<file path="config.mk">
export PLATFORM = sky130hd
export DESIGN_NAME = shift_reg
export DESIGN_NICKNAME = d
export VERILOG_FILES = /design/src/rtl/shift_reg_pkg.sv /design/src/rtl/shift_reg_next.sv /design/src/rtl/shift_reg.sv
export SDC_FILE = /design/constraint.sdc
export NUM_CORES = 1
export LEC_CHECK = 0
export CAP_MARGIN = 20
export CORE_AREA = 4 4 41 43
export CTS_CLUSTER_SIZE = 40
export DETAILED_ROUTE_END_ITERATION = 16
export DIE_AREA = 0 0 45 47
export GPL_TIMING_DRIVEN = 0
export PLACE_DENSITY = 0.68
export REMOVE_ABC_BUFFERS = 1
export SYNTH_ARGS = -nofsm -noshare
export SYNTH_HDL_FRONTEND = slang
export SYNTH_SLANG_ARGS = --single-unit
export TNS_END_PERCENT = 100
</file>
<file path="constraint.sdc">
create_clock -name clk -period 3.3 [get_ports clk]
set_clock_uncertainty 0.1 [all_clocks]
set_input_delay 0.33 -clock clk [delete_from_list [all_inputs] [get_ports clk]]
set_output_delay 0.33 -clock clk [all_outputs]
set_load 0.005 [all_outputs]
</file>
<file path="src/rtl/shift_reg_pkg.sv">
// Shared types for the shift register: operation-select encoding and reset value.
package shift_reg_pkg;

    typedef enum logic [1:0] {
        MODE_HOLD  = 2'd0,
        MODE_LOAD  = 2'd1,
        MODE_LEFT  = 2'd2,
        MODE_RIGHT = 2'd3
    } mode_e;

    // Replicated to the register width by users of the package.
    localparam logic RST_BIT = 1'b0;

endpackage

</file>
<file path="src/rtl/shift_reg_next.sv">
// Next-state logic for shift_reg: hold, parallel load, or shift left/right by one bit.
module shift_reg_next
    import shift_reg_pkg::*;
#(
    parameter int WIDTH = 8
) (
    input  logic [WIDTH-1:0] p_cur,
    input  logic             d,
    input  logic [WIDTH-1:0] par,
    input  logic [1:0]       mode,
    output logic [WIDTH-1:0] p_next
);

    // Unknown or unlisted mode codes fall through to hold.
    always_comb begin
        p_next = p_cur;
        case (mode)
            MODE_LOAD:  p_next = par;
            MODE_LEFT:  p_next = {p_cur[WIDTH-2:0], d};
            MODE_RIGHT: p_next = {d, p_cur[WIDTH-1:1]};
            default:    p_next = p_cur;
        endcase
    end

endmodule

</file>
<file path="src/rtl/shift_reg.sv">
// Universal shift register: state register plus next-state instance.
// Define SHIFT_REG_SER_OUT_EN to add the serial output Q.
module shift_reg
    import shift_reg_pkg::*;
#(
    parameter int WIDTH = 8
) (
    input  logic             clk,
    input  logic             nrst,
    input  logic             D,
    input  logic [1:0]       mode_i,
    input  logic [WIDTH-1:0] par_i,
`ifdef SHIFT_REG_SER_OUT_EN
    output logic             Q,
`endif
    output logic [WIDTH-1:0] P
);

    logic [WIDTH-1:0] p_next;

    shift_reg_next #(
        .WIDTH (WIDTH)
    ) u_next (
        .p_cur  (P),
        .d      (D),
        .par    (par_i),
        .mode   (mode_i),
        .p_next (p_next)
    );

    always_ff @(posedge clk or negedge nrst) begin
        if (!nrst) begin
            P <= {WIDTH{RST_BIT}};
        end else begin
            P <= p_next;
        end
    end

`ifdef SHIFT_REG_SER_OUT_EN
    // Bit about to fall off the end in the current shift direction; P is zero in reset.
    always_comb begin
        Q = 1'b0;
        case (mode_i)
            MODE_LEFT:  Q = P[WIDTH-1];
            MODE_RIGHT: Q = P[0];
            default:    Q = 1'b0;
        endcase
    end
`endif

endmodule

</file>
==> flow_summary.yaml <==
floorplan:
  die_y_um: 47
  coreArea_mm2: 0.00130
  start_util_pct: 31.0
  io_pins: 21
  dieArea_mm2: 0.00212
  rows: 13
  die_x_um: 45
sta:
  rsz0062_at_grt: "no"
  max_freq_mhz: 616
  finalHoldViolations: 0
  tightestPinTransition_ns: 0.451
  slew_headroom_pct: 69.8
  fin_crit_sh_pct: 49.2
  timing.final.max_slew_violations: 0
  fin_tns_setup_ns: 0
  setup_slack_ns: 1.68
  setup_violations: 0
  final.min_clock_period_ns: 1.62
global_route:
  antenna_found_initial: 0
  grt_pass1_vias: 299
  grt_max_degree: 9
  grt_overflow: 0
  grt_first_pass_wirelength_mm: 1.37
  grtUsageTotal_pct: 9.55
clock_network:
  h-tree-depth: 1
  clk_path_buf_depth: 2
  cts_tree: "built"
  postCtsSetupRepairBufs: 0
  clkLatencyLatePin_ns: 0.25
  cts_root_buf: "clkbuf_4"
  hold_buffers: 0
  cts_resized: 0
  cts_num_sinks: 8
  cts_buffers: 3
  clkSlewWorstSetupHoldPaths_ns: 0.06
placed_design:
  place_ws_ns: 1.41
  dp_cells: 51
  gp_congestion: 0.694
  dpl_cell_area_um2: 599
  io_buffer_count: 20
setup_path:
  cp.required_ns: 3.32
  start_kind: "input port"
  cp_cell_sequence: "clkdlybuf4s50_1 -> mux4_2"
  crit_family: "buffers and inverters"
  crit_slowest_cell: "clkdlybuf4s50_1"
  critPathKind: "in2reg"
  critPathArrivalTime_ns: 1.64
  crit_buf_inv: 1
  cp_max_fo: 8
  max_stage_delay_ns: 0.75
  crit_path_end_kind: "flip-flop"
synthesis:
  synth_area_per_cell_um2: 22.4
  yosysWarnings: 0
  synth-main-ff-cell: "dfrtp_1"
  seq_area_frac_synth_pct: 49.7
  synth.area.top_cells: "dfrtp_1 50%, mux4_2 45%, buf_6 5.6%"
  synth-seq-cells: 8
  synth.top_cell.area_share_pct: 49.7
  synth_enable_flop_cells: 0
  syn-cell-area_um2: 403
  synthCells: 18
  synth-async-reset-ratio_pct: 100
  synth.distinct_cells: 3
  yosysTopAreaCell: "dfrtp_1"
  synth_common_cells: "8 x dfrtp_1, 8 x mux4_2, 2 x buf_6"
power:
  finalPower_mw: 0.316
  p_per_area_mw_per_mm2: 508
  ir_drop_v: 0.000167
  p_leak_nw: 0.237
final_layout:
  largest_reg_flops: 8
  area_growth_syn_to_layout_pct: 54.3
  antenna_cells: 0
  nets: 54
  fin_cells: 54
  regMostFlops: "P"
  drive_above_1_share_pct: 28.2
  largestRegisters: "P: 8 flops"
  final_area_um2: 622
routing:
  drt_iter0_drc: 14
  drc: 0
  first_pass_iters: 4
  vias: 286
  vias_per_cell: 5.30
  routed_wirelength_um: 913
  detail-route-antenna-nets: 0
  wl_per_cell_um: 16.9
hold_path:
  hold_class: "in2async"
job:
  cap_violations: 0
status:
  status: "finished clean"
report_power, final:
part	internal [mW]	switching [mW]
Combinational	0.0780	0.0229
Sequential	0.120	0.0205
Clock	0.0416	0.0332
through the flow:
step	hold slack [ns]	util [%]
floorplan	-0.0656	-
global placement	0.502	46.1
detailed placement	0.502	46.1
CTS	0.269	47.8
global route	0.289	47.8
finish	0.254	47.8
placed cells by master, fill, tap and decap left out:
master,instances
clkbuf_4,3
clkdlybuf4s50_1,20
dfrtp_1,8
mux4_2,8
worst paths after layout:
check                           startpoint  endpoint  slack [ns]  cells past startpoint
worst max-delay path             mode_i[0]      P[4]        1.68                      2
worst min-delay path                  nrst      P[0]        0.25                      1
worst max register to register        P[3]      P[4]        2.18                      1
worst min register to register        P[0]      P[1]        0.51                      1
max in group asynchronous             nrst      P[7]        2.58                      1
min in group clk                      P[0]      P[1]        0.51                      1
cell families after synthesis:
logic type,count (synthesis),synth area share (%)
buffers and inverters,2,5.59
DFF,8,49.7
muxes,8,44.7
routing by layer:
| layer | global-route usage (%) | vias up | wire [um] | share of wire (%) |
|---|---|---|---|---|
| met5 | 0 | - | 0 | 0 |
| met4 | 5.26 | 0 | 0 | 0 |
| met3 | 3.83 | 0 | 82 | 9.0 |
| met2 | 15.0 | 17 | 476 | 52 |
| met1 | 11.2 | 149 | 354 | 39 |
| li1 | - | 120 | - | - |
cell type report:
class / instances / area [um2]
tap: 15 / 18.8
clock buffer: 3 / 22.5
timing repair buffer: 20 / 200
multi-input combinational: 8 / 180
fill: 122 / 679
sequential: 8 / 200
Note: power is estimated with default switching activity, not from simulation.
